## config.mk

```make
export PLATFORM = sky130hd
export DESIGN_NAME = hazard_scoreboard_unit
export DESIGN_NICKNAME = d
export VERILOG_FILES = /design/src/rtl/hazard_scoreboard_unit.sv
export SDC_FILE = /design/constraint.sdc
export NUM_CORES = 1
export LEC_CHECK = 0
export ABC_AREA = 1
export CAP_MARGIN = 20
export CORE_MARGIN = 8
export CORE_UTILIZATION = 30
export DETAILED_ROUTE_END_ITERATION = 16
export PLACE_DENSITY = 0.68
export SETUP_SLACK_MARGIN = 0.1
export SLEW_MARGIN = 20
export SYNTH_ARGS = -nofsm -noshare
export SYNTH_HDL_FRONTEND = slang
export SYNTH_SLANG_ARGS = --single-unit
```

## constraint.sdc

```tcl
create_clock -name clk -period 1.5 [get_ports clk]
set_input_delay 0.15 -clock clk [delete_from_list [all_inputs] [get_ports clk]]
set_output_delay 0.15 -clock clk [all_outputs]
set_load 0.05 [all_outputs]
```

## src/rtl/hazard_scoreboard_unit.sv

```systemverilog
// -----------------------------------------------------------------------------
// hazard_scoreboard_unit
//
// Decode-stage hazard detection and operand forwarding. It also holds a
// single-entry scoreboard for one non-pipelined long-latency unit (mul/div)
// that has a fixed latency.
//
// Ports
//   clk, resetn            clock, asynchronous active-low reset
//   reg_rdata              regfile read data, one DATA_W slice per source
//   de_src_addr            decode source register addresses (ADDR_W per source)
//   de_src_used            source i is really read by the decode instruction
//   de_valid               decode stage holds a valid instruction
//   de_dest_wen            decode instruction writes a register via normal pipe
//   de_long_issue          decode instruction is a long-unit op
//   de_dest_addr           decode destination register
//   exe_* / mem_* / wb_*   in-flight writer info per pipeline stage
//   exe_mem_read           exe-stage instruction is a load
//   lu_wdata               long-unit result, valid when the countdown is at 1
//   de_src_data            forwarded operand per source
//   stall                  hold IF/DE and inject a bubble into EXE
//   long_busy              long unit is counting down
//   long_wb_en             long result writes the regfile this cycle
//   long_wb_addr           long result destination register
// -----------------------------------------------------------------------------
module hazard_scoreboard_unit #(
    parameter int DATA_W   = 32,
    parameter int ADDR_W   = 5,
    parameter int NUM_SRC  = 2,
    parameter int LONG_LAT = 4,
    parameter int CNT_W    = $clog2(LONG_LAT + 1)
) (
    input  logic                        clk,
    input  logic                        resetn,
    input  logic [NUM_SRC*DATA_W-1:0]   reg_rdata,
    input  logic [NUM_SRC*ADDR_W-1:0]   de_src_addr,
    input  logic [NUM_SRC-1:0]          de_src_used,
    input  logic                        de_valid,
    input  logic                        de_dest_wen,
    input  logic                        de_long_issue,
    input  logic [ADDR_W-1:0]           de_dest_addr,
    input  logic                        exe_reg_en,
    input  logic [ADDR_W-1:0]           exe_reg_waddr,
    input  logic [DATA_W-1:0]           exe_reg_wdata,
    input  logic                        exe_mem_read,
    input  logic                        mem_reg_en,
    input  logic [ADDR_W-1:0]           mem_reg_waddr,
    input  logic [DATA_W-1:0]           mem_reg_wdata,
    input  logic                        wb_reg_en,
    input  logic [ADDR_W-1:0]           wb_reg_waddr,
    input  logic [DATA_W-1:0]           wb_reg_wdata,
    input  logic [DATA_W-1:0]           lu_wdata,
    output logic [NUM_SRC*DATA_W-1:0]   de_src_data,
    output logic                        stall,
    output logic                        long_busy,
    output logic                        long_wb_en,
    output logic [ADDR_W-1:0]           long_wb_addr
);

    localparam logic [ADDR_W-1:0] ZERO_ADDR = {ADDR_W{1'b0}};
    localparam logic [CNT_W-1:0]  CNT_ZERO  = {CNT_W{1'b0}};
    localparam logic [CNT_W-1:0]  CNT_ONE   = CNT_W'(1);
    localparam logic [CNT_W-1:0]  CNT_LOAD  = CNT_W'(LONG_LAT);

    // Scoreboard state
    logic               pend_valid_r;
    logic [ADDR_W-1:0]  pend_addr_r;
    logic [CNT_W-1:0]   long_cnt_r;

    logic               cnt_one_s;
    logic               cnt_gt1_s;
    logic               long_fwd_s;
    logic               exe_wr_s;
    logic               mem_wr_s;
    logic               wb_wr_s;
    logic [NUM_SRC-1:0] load_use_vec_s;
    logic [NUM_SRC-1:0] raw_long_vec_s;
    logic               waw_long_s;
    logic               struct_long_s;
    logic               stall_s;
    logic               issue_s;

    assign cnt_one_s  = (long_cnt_r == CNT_ONE);
    assign cnt_gt1_s  = (long_cnt_r > CNT_ONE);
    // Result is on lu_wdata exactly in the last countdown cycle.
    assign long_fwd_s = pend_valid_r & cnt_one_s;

    // A stage is a forwarding candidate only when it writes a non-zero register.
    assign exe_wr_s = exe_reg_en & (exe_reg_waddr != ZERO_ADDR);
    assign mem_wr_s = mem_reg_en & (mem_reg_waddr != ZERO_ADDR);
    assign wb_wr_s  = wb_reg_en  & (wb_reg_waddr  != ZERO_ADDR);

    for (genvar g = 0; g < NUM_SRC; g++) begin : g_src
        logic [ADDR_W-1:0] src_addr_s;
        logic              src_nz_s;
        logic              long_hit_s;
        logic              exe_hit_s;
        logic              mem_hit_s;
        logic              wb_hit_s;
        logic [DATA_W-1:0] fwd_data_s;

        assign src_addr_s = de_src_addr[g*ADDR_W +: ADDR_W];
        assign src_nz_s   = (src_addr_s != ZERO_ADDR);
        assign long_hit_s = long_fwd_s & src_nz_s & (src_addr_s == pend_addr_r);
        assign exe_hit_s  = exe_wr_s & (src_addr_s == exe_reg_waddr);
        assign mem_hit_s  = mem_wr_s & (src_addr_s == mem_reg_waddr);
        assign wb_hit_s   = wb_wr_s  & (src_addr_s == wb_reg_waddr);

        // Operand select: the long result wins because the WAW stall makes
        // every exe/mem/wb writer of pend_addr at that point older than it.
        always_comb begin
            if (long_hit_s) begin
                fwd_data_s = lu_wdata;
            end else if (exe_hit_s) begin
                fwd_data_s = exe_reg_wdata;
            end else if (mem_hit_s) begin
                fwd_data_s = mem_reg_wdata;
            end else if (wb_hit_s) begin
                fwd_data_s = wb_reg_wdata;
            end else begin
                fwd_data_s = reg_rdata[g*DATA_W +: DATA_W];
            end
        end

        assign de_src_data[g*DATA_W +: DATA_W] = fwd_data_s;

        // Unused sources are masked so they never raise a false stall.
        assign load_use_vec_s[g] = de_src_used[g] & exe_mem_read & exe_hit_s;
        assign raw_long_vec_s[g] = de_src_used[g] & pend_valid_r & cnt_gt1_s &
                                   src_nz_s & (src_addr_s == pend_addr_r);
    end

    assign waw_long_s    = de_dest_wen & pend_valid_r & cnt_gt1_s &
                           (de_dest_addr != ZERO_ADDR) & (de_dest_addr == pend_addr_r);
    // At count 1 the old op retires this cycle, so back-to-back issue is allowed.
    assign struct_long_s = de_long_issue & cnt_gt1_s;

    assign stall_s = de_valid & ((|load_use_vec_s) | (|raw_long_vec_s) |
                                 waw_long_s | struct_long_s);
    assign issue_s = de_valid & de_long_issue & ~stall_s;

    // Scoreboard: load on issue, otherwise count down and retire at zero.
    always_ff @(posedge clk or negedge resetn) begin
        if (!resetn) begin
            pend_valid_r <= 1'b0;
            pend_addr_r  <= ZERO_ADDR;
            long_cnt_r   <= CNT_ZERO;
        end else if (issue_s) begin
            pend_valid_r <= (de_dest_addr != ZERO_ADDR);
            pend_addr_r  <= de_dest_addr;
            long_cnt_r   <= CNT_LOAD;
        end else if (long_cnt_r != CNT_ZERO) begin
            long_cnt_r <= long_cnt_r - CNT_ONE;
            if (cnt_one_s) begin
                pend_valid_r <= 1'b0;
            end else begin
                pend_valid_r <= pend_valid_r;
            end
        end else begin
            pend_valid_r <= 1'b0;
        end
    end

    assign stall        = stall_s;
    assign long_busy    = (long_cnt_r != CNT_ZERO);
    assign long_wb_en   = long_fwd_s;
    assign long_wb_addr = pend_addr_r;

endmodule

```

; After elaboration in Yosys (flattened, before gate mapping)
; Index checks and enable logic that the tools add are counted.
; Widths: inputs -> output; s select.
[word_totals]
wordCells = 77
out_inout_bits = 72
memories = 0
inputBits = 233
latchBits = 0
romBits = 0
mem_bits_rw = 0
reg_bits = 9
[classes]
n_mul = 0
div = 0
add_sub_neg = 1
order_cmp = 1
mux = 13
n_reduce_logical = 10
bitwise_logic = 38
n_shift = 0
eq_ne = 11
[ops]
columns = op, count
row1 = $mux 32, 8
row2 = $eq 5x5->1, 9
row3 = $and 1x1->1, 34
row4 = $reduce_bool 5->1, 6
row5 = $mux 3, 2
row6 = $reduce_or 2->1, 2
row7 = $eq 3x1->1 const B, 1
row8 = $gt 3x1->1 const B, 1
row9 = $mux 1, 3
row10 = $ne 3x1->1 const B, 1
row11 = $or 1x1->1, 3
row12 = $reduce_bool 3->1, 1
row13 = $sub 3x1->3 const B, 1
row14 = $reduce_bool 2->1, 1
row15 = $not 1->1, 1

; Longest topological paths before layout
; Gate-level depths: netlist of the first run.
[depth]
ltp_word = 12
mapped_depth = 13
depth_no_buf = 11

; Worst setup path after synthesis of the first run
; No wires, ideal clock.
[synth_path]
path_type = register -> output
startpoint = register pend_addr_r[2] (netlist: long_wb_addr[2])
endpoint = output port stall
path_buffers = 0
stages_incl_launch_ff = 8
required_ps = 1350
t_arrival_ps = 2504
slack_ps = -1154
path_cell_list = dfrtp_1 -> xnor2_1 -> nand3_1 -> nor2_2 -> nand2_1 -> nand2_2 -> nor2_8 -> a21boi_0
[synth_between]
elab_chain_cells = 7
word_cells_on_any_way = 11
classes_between = eq/ne: 3 / bitwise: 7 / reduce/logical: 1
[synth_lines]
columns = item, line_no
row1 = start: declaration, 67  ; logic [ADDR_W-1:0] pend_addr_r;
row2 = start signal: assignment, 150  ; pend_addr_r <= de_dest_addr;
row3 = $eq 5x5->1, 130  ; src_nz_s & (src_addr_s == pend_addr_r);
row4 = $and 1x1->1, 130
row5 = $reduce_or 2->1, 138  ; assign stall_s = de_valid & ((|load_use_vec_s) | (|raw_long_vec_s) |
row6 = $or 1x1->1, 138
row7 = $or 1x1->1 *, 138
row8 = $or 1x1->1 *, 139  ; waw_long_s | struct_long_s);
row9 = $and 1x1->1 *, 138
row10 = end: declaration, 54  ; output logic stall,
; Every way passes the cells marked *; elsewhere a longest branch is shown, timed or not.

; Final worst setup path of the first run
[layout_path]
startpoint = register long_cnt_r[1]
endpoint = output port de_src_data[22]
[layout_between]
elab_chain_cells = 5
[layout_lines]
columns = item, line_no
row1 = start: declaration, 68  ; logic [CNT_W-1:0] long_cnt_r;
row2 = start signal: assignment, 153  ; long_cnt_r <= long_cnt_r - CNT_ONE;
row3 = $eq 3x1->1, 83  ; assign cnt_one_s = (long_cnt_r == CNT_ONE);
row4 = $and 1x1->1, 86  ; assign long_fwd_s = pend_valid_r & cnt_one_s;
row5 = $and 1x1->1 (2 in a row), 104  ; assign long_hit_s = long_fwd_s & src_nz_s & (src_addr_s == pend_addr_r);
row6 = $mux 32, 112  ; if (long_hit_s) begin
row7 = end: declaration, 53  ; output logic [NUM_SRC*DATA_W-1:0] de_src_data,
; No other way between the ends.

==> results of run 1 <==
-- flip-flops by register name, summed over array words and instances, names as in the netlist --
| signal | count |
|---|---|
| long_cnt_r | 3 |
| long_wb_addr | 5 |
| pend_valid_r | 1 |
-- worst max path at each step --
stage	to	slack, ps	cells after the start
2_1_floorplan	de_src_data[43]	-400	11
3_3_place_gp	de_src_data[61]	-810	13
3_5_place_dp	de_src_data[61]	-870	15
4_1_cts	de_src_data[45]	-550	12
5_1_grt	de_src_data[33]	-680	13
6_report	de_src_data[22]	-570	13
-- final cells by class --
| cell class | instances | area [sq um] |
|---|---|---|
| Sequential cell | 9 | 231 |
| Timing Repair Buffer | 436 | 5400 |
| Clock buffer | 4 | 78.8 |
| Inverter | 260 | 991 |
| Multi-Input combinational cell | 817 | 4930 |
| Fill cell | 1582 | 5970 |
| Antenna cell | 6 | 15.0 |
| Tap cell | 229 | 287 |
-- report_power, final --
part	internal (mW)	switching [mW]	total, mW
Clock	0.355	0.115	0.470
Combinational	2.84	2.96	5.80
Sequential	0.370	0.109	0.479
Total	3.57	3.18	6.75
-- synth_stat cells (all sizes together) --
| cell type | number |
|---|---|
| dfrtp | 9 |
| a21oi | 2 |
| or2 | 3 |
| a22oi | 1 |
| nand4 | 10 |
| inv | 259 |
| ha | 3 |
| clkinv | 1 |
| nor3 | 3 |
| a21boi | 1 |
| buf | 69 |
| o21ai | 67 |
| xor2 | 13 |
| nand2 | 447 |
| nand3 | 207 |
| o31ai | 2 |
| nor2 | 34 |
| o22ai | 1 |
| xnor2 | 22 |
-- worst register-to-register path: stages (launching register included) --
cell	delay [ps]
dfrtp_1	390
inv_2	80
ha_4	130
nand2_4	50
buf_4	130
buf_6	120
nand4_1	80
nor2_1	50
nand2_1	80
nand2_2	80
nor2_8	140
buf_6	140
buf_6	110
nand4_1	100
nand2_2	110
-- per-layer routing --
layer | routed length [um] | part of all wire [%] | up-vias
met5 | 0 | 0 | -
met1 | 12000 | 39 | 3943
met4 | 1090 | 3.5 | 0
met2 | 15100 | 49 | 465
met3 | 2850 | 9.2 | 77
li1 | - | - | 4230
-- cells by family (layout without fill, tap and decap cells) --
| group | count (synthesis) | in the layout | share of synthesized area, % |
|---|---|---|---|
| DFF | 9 | 9 | 4.13 |
| AOI/OAI and AO/OA | 74 | 74 | 7.22 |
| and+or+nand+nor | 704 | 705 | 56.1 |
| other | 0 | 6 | 0 |
| adders and majority gates | 3 | 3 | 0.688 |
| buffers and inverters | 329 | 700 | 26.2 |
| xor gates and xnor gates | 35 | 35 | 5.62 |
-- metrics by stage --
step                      setup slack [ps]  power, mW
final                                 -574       6.75
after global routing                  -685       7.16
after CTS                             -547       6.46
after detailed placement              -867       5.54
after global placement                -814       5.48
after floorplan                       -396       3.03
-- cell usage in the layout (no fill, tap or decap), types with 3 or more instances in the layout --
cell | Yosys | routed
dfrtp_1 | 9 | 4
nand3_4 | 2 | 3
buf_4 | 6 | 61
buf_12 | 0 | 88
xor2_1 | 13 | 12
nand2_2 | 8 | 92
dfrtp_2 | 0 | 5
nor2_1 | 20 | 17
nand2_4 | 1 | 71
nand3_2 | 0 | 8
xnor2_2 | 0 | 5
buf_8 | 0 | 3
buf_6 | 15 | 38
o21ai_1 | 64 | 33
nor2_2 | 10 | 3
clkdlybuf4s50_1 | 0 | 207
buf_16 | 0 | 11
inv_1 | 243 | 237
nand3_1 | 205 | 197
clkdlybuf4s15_2 | 0 | 5
clkbuf_16 | 0 | 4
inv_2 | 16 | 20
nor2_4 | 3 | 13
nand2_1 | 438 | 282
buf_2 | 48 | 5
bufbuf_16 | 0 | 3
o21ai_2 | 2 | 34
nand4_1 | 10 | 10
diode_2 | 0 | 6
xnor2_1 | 22 | 15
dlygate4sd2_1 | 0 | 12
-- repair_timing --
item,4_1_cts,5_1_grt
buffers inserted,26,6
resized for setup,188,27
cloned,14,1
setup endpoints to repair,76,76
pin swaps,44,9
hold buffers,0,0
==> impl_metrics.ini, run 1 <==
[floorplan]
start_util_pct = 30.5
coreArea_sq_mm = 0.0179
die_x_um = 151
io_pins = 305
fp.dieH_um = 151
core.rowCount = 49
die_area_sq_mm = 0.0228

[clock_tree]
cts_tree = done
cts-root-buf = clkbuf_16
clock_latency_ps = 230
clock-sinks = 9
clk_pin_slew_ps = 40
h-tree-depth = 1
numCtsBuffers = 3
cts.path.max_buffers = 2

[critical_path]
worstReg2RegEnd = pend_valid_r
path_class = flop to output pin
critical_path.top_delay_family = buffers and inverters
cp_cell_sequence = inv_2, ha_4, nand2_4, nor2_4, o31ai_2, inv_2, nand2_8, buf_12, o21ai_2, inv_1, nand2_2, nand2_4, buf_12
startpoint = long_cnt_r[1]
crit_path_end_kind = output pin
path_buf_inv = 5
r2r_setup_slack_ps = -360
start_kind = flop
path_max_fanout = 12
ff2ff_path_depth = 14
r2r-start = long_cnt_r[1]
cp.required_ps = 1350
slowest_delay_ps = 390
slowest_stage = dfrtp_1
worstPathArrival_ps = 1920

[drt]
drtIter0Drc = 646
dr_total_vias = 8715
routed_wirelength_mm = 31.0
routedWlPerCell_um = 17.6
postRouteAntennaNets = 0
drtPass1Iterations = 5
drc_errors = 0
vias_per_cell = 4.95

[finish]
syn2layout_area_growth_pct = 119
drive_gt1_share_pct = 31.9
stdcell_area_sq_mm = 0.0119
nets = 1763
final_cells = 1761
final_util_pct = 66.6

[sta]
slew-limit-headroom_pct = 70.8
hold_slack_ps = 228
fin_worst_skew_ps = 1.96
tns_ps = -38280
final_hold_viol_count = 0
tightest_slew_ps = 437
setup_violations = 76
rsz0062_at_grt = true
min_period_over_period_pct = 138
worst_slack_ps = -574
slew_viol_final = 0
max_freq_ghz = 0.482
finalCriticalPeriod_ps = 2070

[hold_path]
hp-class = input pin to asynchronous set/reset pin

[pwr]
vdd_ir_drop_max_mv = 1.41
p_per_area_mw_per_mm2 = 566
p_leak_nw = 6.00

[global_routing]
grt_busiest_layer = met2
grt_use_total_pct = 25.8
use_met1_pct = 31.5
grt_antenna_before_repair = 6
grt_max_degree = 33
grt_pass1_wl_mm = 46.9
grt_overflow = 0
use_met2_pct = 44.9
use_met3_pct = 4.12
grt_pass1_vias = 8669

[yosys]
ys_seq_area_share_pct = 4.13
synthCells = 1154
synth_cell_types = 33
synth_top_area_share_pct = 30.1
synth_warnings = 0
yosysTopAreaCell = nand2_1
synth_nets = 1390
syn_area_sq_mm = 0.00546
ys_ff_latch = 9
syn_avg_cell_area_sq_um = 4.73
synth_area_leaders = nand2_1 (30%), nand3_1 (19%), inv_1 (17%)

[job]
maxCapViolations = 0

[placed_design]
placed_cell_area_sq_mm = 0.0107
port_buffers = 304
dp.cells = 1707
gp_congestion = 0.926
dpl.hpwl_mm = 23.1

[outcome]
violations = negative setup slack
status = finished with violations
(Power assumes the default switching activity.)
==> run 2: changes to the inputs <==
--- a/config.mk
+++ b/config.mk
@@ -8,9 +8,9 @@
 export ABC_AREA = 1
 export CAP_MARGIN = 20
 export CORE_MARGIN = 8
-export CORE_UTILIZATION = 30
+export CORE_UTILIZATION = 35
 export DETAILED_ROUTE_END_ITERATION = 16
-export PLACE_DENSITY = 0.68
+export PLACE_DENSITY = 0.77
 export SETUP_SLACK_MARGIN = 0.1
 export SLEW_MARGIN = 20
 export SYNTH_ARGS = -nofsm -noshare
==> run 2 against run 1 <==
  * The run still ends with negative setup slack left
  * Cell count is 2.3% lower
  * Count of clock-buffer cells in the layout did not move
  * Via count increased by 3.6%
  * Die area is 13% lower
  * Register-to-register slack is essentially flat
  * Utilization rose by 13 points
  * Sequential cell count did not move
  * Largest cell class unchanged
==> impl_metrics.ini, run 2 (synthesis results as in run 1) <==
[floorplan]
fp.dieH_um = 141
coreArea_sq_mm = 0.0152
die_x_um = 141
core.rowCount = 45
die_area_sq_mm = 0.0198
start_util_pct = 35.9
io_pins = 305

[global_routing]
grt_pass1_vias = 8951
grt_use_total_pct = 32.3
grt_max_degree = 33
grt_antenna_before_repair = 6
grt_overflow = 0
grt_pass1_wl_mm = 51.1

[drt]
drc_errors = 0
vias_per_cell = 5.25
postRouteAntennaNets = 0
routed_wirelength_mm = 33.6
drtPass1Iterations = 7
dr_total_vias = 9025
routedWlPerCell_um = 19.5
drtIter0Drc = 875

[critical_path]
critical_path.top_delay_family = buffers and inverters
path_max_fanout = 7
worstPathArrival_ps = 1990
cp.required_ps = 1350
cp_cell_sequence = inv_2, ha_4, nand2_4, nor2_4, buf_6, o31ai_2, inv_2, nand2_8, buf_8, buf_6, o21ai_2, inv_2, nand2_2, nand2_4, buf_12
crit_path_end_kind = output pin
slowest_stage = dfrtp_1
start_kind = flop
slowest_delay_ps = 380
path_buf_inv = 7
crit_top_cell = inv_2
path_class = flop to output pin

[sta]
final_hold_viol_count = 0
finalCriticalPeriod_ps = 2140
fin_worst_skew_ps = 2.21
min_period_over_period_pct = 143
slew_viol_final = 0
worst_slack_ps = -641
tns_ps = -42150
slew-limit-headroom_pct = 69.4
max_freq_ghz = 0.467
tightest_slew_ps = 458
setup_violations = 76
rsz0062_at_grt = true

[clock_tree]
postCtsHoldBufs = 0
h-tree-depth = 1
numCtsBuffers = 3
clock_latency_ps = 240
cts.path.max_buffers = 2
clk_pin_slew_ps = 40
cts_tree = done
cts-root-buf = clkbuf_16
clock-sinks = 9

[placed_design]
gp_congestion = 0.940
dp.cells = 1652
dpl_worst_slack_ps = -820
placed_cell_area_sq_mm = 0.0105
dpl.hpwl_mm = 22.6
port_buffers = 304

[outcome]
status = finished with violations
violations = negative setup slack

[finish]
nets = 1766
syn2layout_area_growth_pct = 121
largest_reg_flops = 5
regArea_sq_um = 231
stdcell_area_sq_mm = 0.0121
final_common_cell = nand2_1
multi_input_area_sq_mm = 0.00496
nFillCells = 1054
layout_common_cells = nand2_1 (248), inv_1 (239), clkdlybuf4s50_1 (207), nand3_1 (202), nand2_2 (118)
drive_gt1_share_pct = 32.5
final_cells = 1720

[pwr]
p_per_area_mw_per_mm2 = 559
total_power_mw = 6.76
p_leak_nw = 6.13
vdd_ir_drop_max_mv = 1.27

[hold_path]
hp-class = input pin to asynchronous set/reset pin

[job]
maxCapViolations = 0
run 2: cell count changes in the layout (fill, tap and decap cells not counted), sizes merged:
cell | previous run | this run
buf | 206 | 203
dlygate4sd2 | 12 | 20
bufbuf | 3 | 4
clkbuf | 5 | 8
diode | 6 | 3
clkdlybuf4s15 | 7 | 1
run 2: what timing repair did:
action,in CTS,in global routing
resized for setup,194,21
endpoints found under the setup margin,76,76
setup buffers,37,5
gates cloned,20,2
pin swaps,47,11
run 2: routing by layer:
layer	up-vias	wire [um]	GRT usage [%]
li1	4231	-	-
met1	4070	11700	36.2
met2	577	16500	58.0
met3	141	3790	7.87
met4	6	1590	12.2
met5	-	40	0
run 2: path summary, 6_finish.rpt:
path,from,endpoint,slack [ps],depth (start not counted)
worst max-delay path,long_cnt_r[1],de_src_data[4],-640,15
worst min-delay path,resetn,long_cnt_r[0],240,1
worst max register to register,long_cnt_r[0],long_wb_addr[0],-370,13
worst min register to register,long_wb_addr[4],long_wb_addr[4],640,3
max in group asynchronous,resetn,long_wb_addr[4],920,1
min in group clk,de_dest_addr[1],long_wb_addr[1],530,3
run 2: where the power goes:
group | internal [mW] | switching, mW | total [mW]
Combinational | 2.85 | 2.95 | 5.81
Clock | 0.355 | 0.114 | 0.469
Sequential | 0.370 | 0.116 | 0.486
Total | 3.58 | 3.18 | 6.76
run 2: stage by stage:
step | utilization [%] | hold slack, ps
2_1_floorplan | - | -146
3_3_place_gp | 69.1 | 479
3_5_place_dp | 69.1 | 496
4_1_cts | 78.6 | 249
5_1_grt | 79.5 | 264
6_report | 79.5 | 236
run 2: final cells by class:
class                      count  area share (%)
multi-input combinational    817            41.0
sequential                     9            1.91
clock buffer                   4           0.652
antenna                        3          0.0621
inverter                     260            8.20
timing repair buffer         439            46.2
tap                          188            1.95
==> run 3: changes to the inputs <==
--- a/config.mk
+++ b/config.mk
@@ -10,6 +10,7 @@
 export CORE_MARGIN = 8
 export CORE_UTILIZATION = 35
 export DETAILED_ROUTE_END_ITERATION = 16
+export GPL_ROUTABILITY_DRIVEN = 0
 export PLACE_DENSITY = 0.77
 export SETUP_SLACK_MARGIN = 0.1
 export SLEW_MARGIN = 20
==> run 3 against run 2 <==
  * The flow still finishes with violations (negative setup slack)
  * Global-route usage rose by 0.14 points
  * Wire length rose by 0.67%
  * Cell count fell by 0.12%
  * Sequential share of layout area barely moved
  * Setup slack improved by 3.4 ps
  * Power fell by 0.17%
  * Clock power barely moved
  * Sequential power rose by 2%
  * Critical path type unchanged
  * Largest cell class unchanged
==> impl_metrics.ini, run 3 (synthesis results as in run 1) <==
[drt]
drtPass1Iterations = 6
drc_errors = 0
dr_total_vias = 9102
vias_per_cell = 5.30
drtIter0Drc = 980
routed_wirelength_mm = 33.8
postRouteAntennaNets = 0
routedWlPerCell_um = 19.7

[global_routing]
grt_use_total_pct = 32.4
grt_antenna_before_repair = 4
grt_overflow = 0
grt_pass1_vias = 9011
grt_pass1_wl_mm = 51.2
grt_max_degree = 26

[pwr]
p_leak_nw = 6.13
power.internal_mw = 3.53
p_seq_share_pct = 7.3
vdd_ir_drop_max_mv = 1.20
pwr-share-comb_pct = 85.7
p_per_area_mw_per_mm2 = 559
clkPwrFrac_pct = 7.0
switching_share_pct = 47.7
total_power_mw = 6.75
p_sw_mw = 3.22

[clock_tree]
numCtsBuffers = 3
cts_tree = done
postCtsHoldBufs = 0
clock_latency_ps = 230
clk_pin_slew_ps = 40
clock-sinks = 9
cts-root-buf = clkbuf_16
h-tree-depth = 1
cts.path.max_buffers = 2

[outcome]
status = finished with violations
violations = negative setup slack

[critical_path]
slowest_delay_ps = 380
path_max_fanout = 24
crit_path_end_kind = output pin
start_kind = flop
crit_top_cell = nand2_4
path_class = flop to output pin
cp.required_ps = 1350
cp_cell_sequence = inv_2, ha_4, nand2_4, nor2_4, buf_4, o31ai_2, inv_2, nand2_4, buf_12, o21ai_2, inv_1, nand2_2, nand2_4, buf_12
worstPathArrival_ps = 1990
ff2ff_path_depth = 12
slowest_stage = dfrtp_1

[finish]
multi_input_area_sq_mm = 0.00495
largest_reg_flops = 5
final_cells = 1718
layout_common_cells = nand2_1 (262), inv_1 (238), clkdlybuf4s50_1 (207), nand3_1 (197), nand2_2 (104)
final_common_cell = nand2_1
regArea_sq_um = 231
stdcell_area_sq_mm = 0.0121
final_util_pct = 79.4
nets = 1764
drive_gt1_share_pct = 32.1
syn2layout_area_growth_pct = 121
nFillCells = 1040

[placed_design]
dpl.hpwl_mm = 22.5
dpl_worst_slack_ps = -795
placed_cell_area_sq_mm = 0.0105
dp.cells = 1654
port_buffers = 304

[sta]
final_hold_viol_count = 0
slew-limit-headroom_pct = 71.1
finalCriticalPeriod_ps = 2140
rsz0062_at_grt = true
tightest_slew_ps = 432
worst_slack_ps = -637
slew_viol_final = 0
max_freq_ghz = 0.468
setup_violations = 76
min_period_over_period_pct = 142
fin_worst_skew_ps = 2.93

[floorplan]
io_pins = 305
die_area_sq_mm = 0.0198
fp.dieH_um = 141
core.rowCount = 45
start_util_pct = 35.9
coreArea_sq_mm = 0.0152
die_x_um = 141

[hold_path]
hp-class = input pin to asynchronous set/reset pin

[job]
maxCapViolations = 0
-- run 3: what timing repair did --
| action | CTS | global route |
|---|---|---|
| resized for setup | 177 | 42 |
| cloned | 20 | 2 |
| buffers inserted | 34 | 4 |
| endpoints found under the setup margin | 75 | 76 |
| pin swaps | 39 | 17 |
-- run 3: area by class of cell --
| class | instances | area share [%] |
|---|---|---|
| antenna | 3 | 0.0622 |
| clock buffer | 4 | 0.653 |
| inverter | 260 | 8.21 |
| multi-input combinational | 817 | 41.0 |
| sequential | 9 | 1.92 |
| tap | 188 | 1.95 |
| timing repair buffer | 437 | 46.2 |
-- run 3: critical path, delay by kind of cell, from the launching register on --
kind                       cells  cell delay [ps]
DFF                            1              380
and+or+nand+nor                5              390
buffers and inverters          6              700
adders and majority gates      1              130
AOI/OAI and AO/OA              2              140
-- run 3: final timing paths --
kind | startpoint | to | slack [ps]
max in group asynchronous | resetn | long_wb_addr[4] | 950
worst max-delay path | long_cnt_r[1] | de_src_data[27] | -640
min in group clk | de_dest_addr[1] | long_wb_addr[1] | 530
worst max register to register | long_cnt_r[2] | pend_valid_r | -310
worst min register to register | long_wb_addr[4] | long_wb_addr[4] | 640
worst min-delay path | resetn | long_cnt_r[1] | 220
-- run 3: through the flow --
step           hold slack, ps  setup TNS [ps]
2_1_floorplan            -146          -21080
6_report                  225          -41150
3_5_place_dp              486          -53170
3_3_place_gp              474          -52060
5_1_grt                   263          -47860
4_1_cts                   240          -37590
-- run 3: routing by layer --
layer  up-vias  part of all wire (%)  track usage [%]
met4         4                   5.3             14.3
met5         -                 0.056                0
met2       597                    50             58.1
met1      4116                    33             35.5
li1       4235                     -                -
met3       150                    12             8.34
-- run 3: power groups by stage --
stage | Sequential, mW | Combinational [mW] | Clock, mW
6_report | 0.495 | 5.79 | 0.470
5_1_grt | 0.511 | 6.08 | 0.491
4_1_cts | 0.483 | 5.54 | 0.471
3_5_place_dp | 0.481 | 5.03 | 0
3_3_place_gp | 0.472 | 4.97 | 0
2_1_floorplan | 0.710 | 2.32 | 0
==> RTL edit (settings of run 2) <==
Change the parameter `ADDR_W` from 5 to 3.
--- a/src/rtl/hazard_scoreboard_unit.sv
+++ b/src/rtl/hazard_scoreboard_unit.sv
@@ -26,5 +26,5 @@
 module hazard_scoreboard_unit #(
     parameter int DATA_W   = 32,
-    parameter int ADDR_W   = 5,
+    parameter int ADDR_W   = 3,
     parameter int NUM_SRC  = 2,
     parameter int LONG_LAT = 4,
Ports: changed (6 resized); port bits go from 305 to 291. The function was not compared with the original's and may differ.
==> RTL edit against run 2 <==
- the flow still finishes with violations (setup timing)
- synthesized cell count is 11% lower
- setup slack worse by 0.015 ns
- sequential cell count is 2 lower
- wire length is 11% lower
- via count is 9.3% lower
- area after synthesis is 14% lower
- total power is 12% higher
- cell area is 11% lower
- count of clock-buffer cells in the layout stayed put
- critical path type unchanged
- critical endpoint is now de_src_data[16]
- largest cell class unchanged
==> RTL edit: results <==
metrics = {
    "status": {
        "status": "finished with violations",
        "violations": "setup timing",
    },
    "timing": {
        "tns_ns": -41.59,
        "setup_viol": 73,
        "finClkSkew_ns": 0.000474,
        "max_slew.worst_pin.slew_ns": 0.347,
        "worst_slack_ns": -0.656,
    },
    "synth": {
        "synth.distinct_cells": 28,
        "synth-xor-area-share": 0.0241,
        "yosys.area_share.adder": 0.00804,
        "synth_compound_area_frac": 0.104,
        "yosysSeqAreaShare": 0.0375,
        "synth_area_leaders": "nand2_1 (26%), inv_1 (14%), nor2_1 (13%)",
        "yosys-top-cells-count": "nand2_1 (325), inv_1 (178), nor2_1 (159)",
        "synth_fp_nets": 1248,
    },
    "clock_tree": {
        "ctsResizeCount": 69,
        "postCtsSetupBuffers": 20,
        "h-tree-depth": 1,
        "worst_skew_pair.late_latency_ns": 0.23,
    },
    "place": {
        "hpwl_um": 20500,
        "io_buffers": 290,
        "gp_congestion": 0.909,
    },
    "setup_path": {
        "ff2ff_setup_slack_ns": -0.40,
        "r2r_end": "long_wb_addr[1]",
        "slowest_delay_ns": 0.41,
        "arrival_ns": 2.01,
        "reg2regPathDepth": 14,
        "rr_startpoint": "long_cnt_r[1]",
        "worstSetupEndpoint": "de_src_data[16]",
        "crit_start": "long_cnt_r[0]",
        "worstPathMaxFanout": 9,
    },
    "global_routing": {
        "grt_pass1_vias": 8092,
        "grt_pass1_wl_um": 43700,
        "antenna_found_initial": 4,
        "grt_use_total": 0.309,
    },
    "finish": {
        "drive_gt1_frac": 0.288,
        "nNetsFinal": 1599,
    },
    "drt": {
        "avgRoutedWirePerCell_um": 19.2,
        "num_vias": 8189,
        "firstDrtPassIters": 6,
        "drt_iter0_drc": 886,
    },
    "pwr": {
        "peakVddDrop_mv": 1.72,
        "p_leak_nw": 5.41,
        "p_clk_frac": 0.061,
        "p_int_w": 0.00378,
        "power_frac_seq": 0.054,
    },
}
## RTL edit: cell count changes in the layout (fill, tap and decap cells not counted), sizes merged, moves of 26 or more
cell / run 2 / this run
nand2: 447 / 327
a21oi: 2 / 29
nor2: 34 / 167
nand3: 208 / 121
inv: 258 / 195
buf: 203 / 177
nand4: 10 / 38
## RTL edit: worst register-to-register path, cell delays in order (launching register included)
cell and delay (ns):
dfrtp_1 0.39, inv_2 0.09, ha_4 0.15, nand2_4 0.06, buf_4 0.13, buf_6 0.11
nand2_4 0.07, nor2_1 0.05, nand3_1 0.09, nand2_2 0.07, nor2_4 0.15, buf_6 0.12
nand3_4 0.14, nand2_1 0.11, nand2_1 0.05
## RTL edit: layer usage
metal | share of wire | up-vias | global-route usage
met1 | 0.36 | 3678 | 0.340
li1 | - | 3841 | -
met4 | 0.062 | 2 | 0.149
met5 | 0.00027 | - | 0
met2 | 0.47 | 531 | 0.547
met3 | 0.10 | 137 | 0.0758
## RTL edit: through the flow
| step | cell area, µm² | power [W] | instances | worst slack (ns) | hold slack [ns] |
|---|---|---|---|---|---|
| after global routing | 10700 | 0.00791 | 1553 | -0.714 | 0.219 |
| after floorplan | 5570 | 0.00348 | 1024 | -0.446 | -0.146 |
| final | 10700 | 0.00756 | 1553 | -0.656 | 0.196 |
| after CTS | 10400 | 0.00713 | 1536 | -0.579 | 0.188 |
| after global placement | 9690 | 0.00622 | 1505 | -0.723 | 0.423 |
| after detailed placement | 9690 | 0.00628 | 1505 | -0.739 | 0.435 |
## RTL edit: layout make-up
type | instances | area, µm²
multi-input cells | 762 | 4550
well taps | 176 | 220
inverters | 196 | 759
diodes | 3 | 7.51
flip-flops and latches | 7 | 179
clock buffers | 4 | 78.8
fillers | 901 | 2390
repair buffers | 405 | 4960
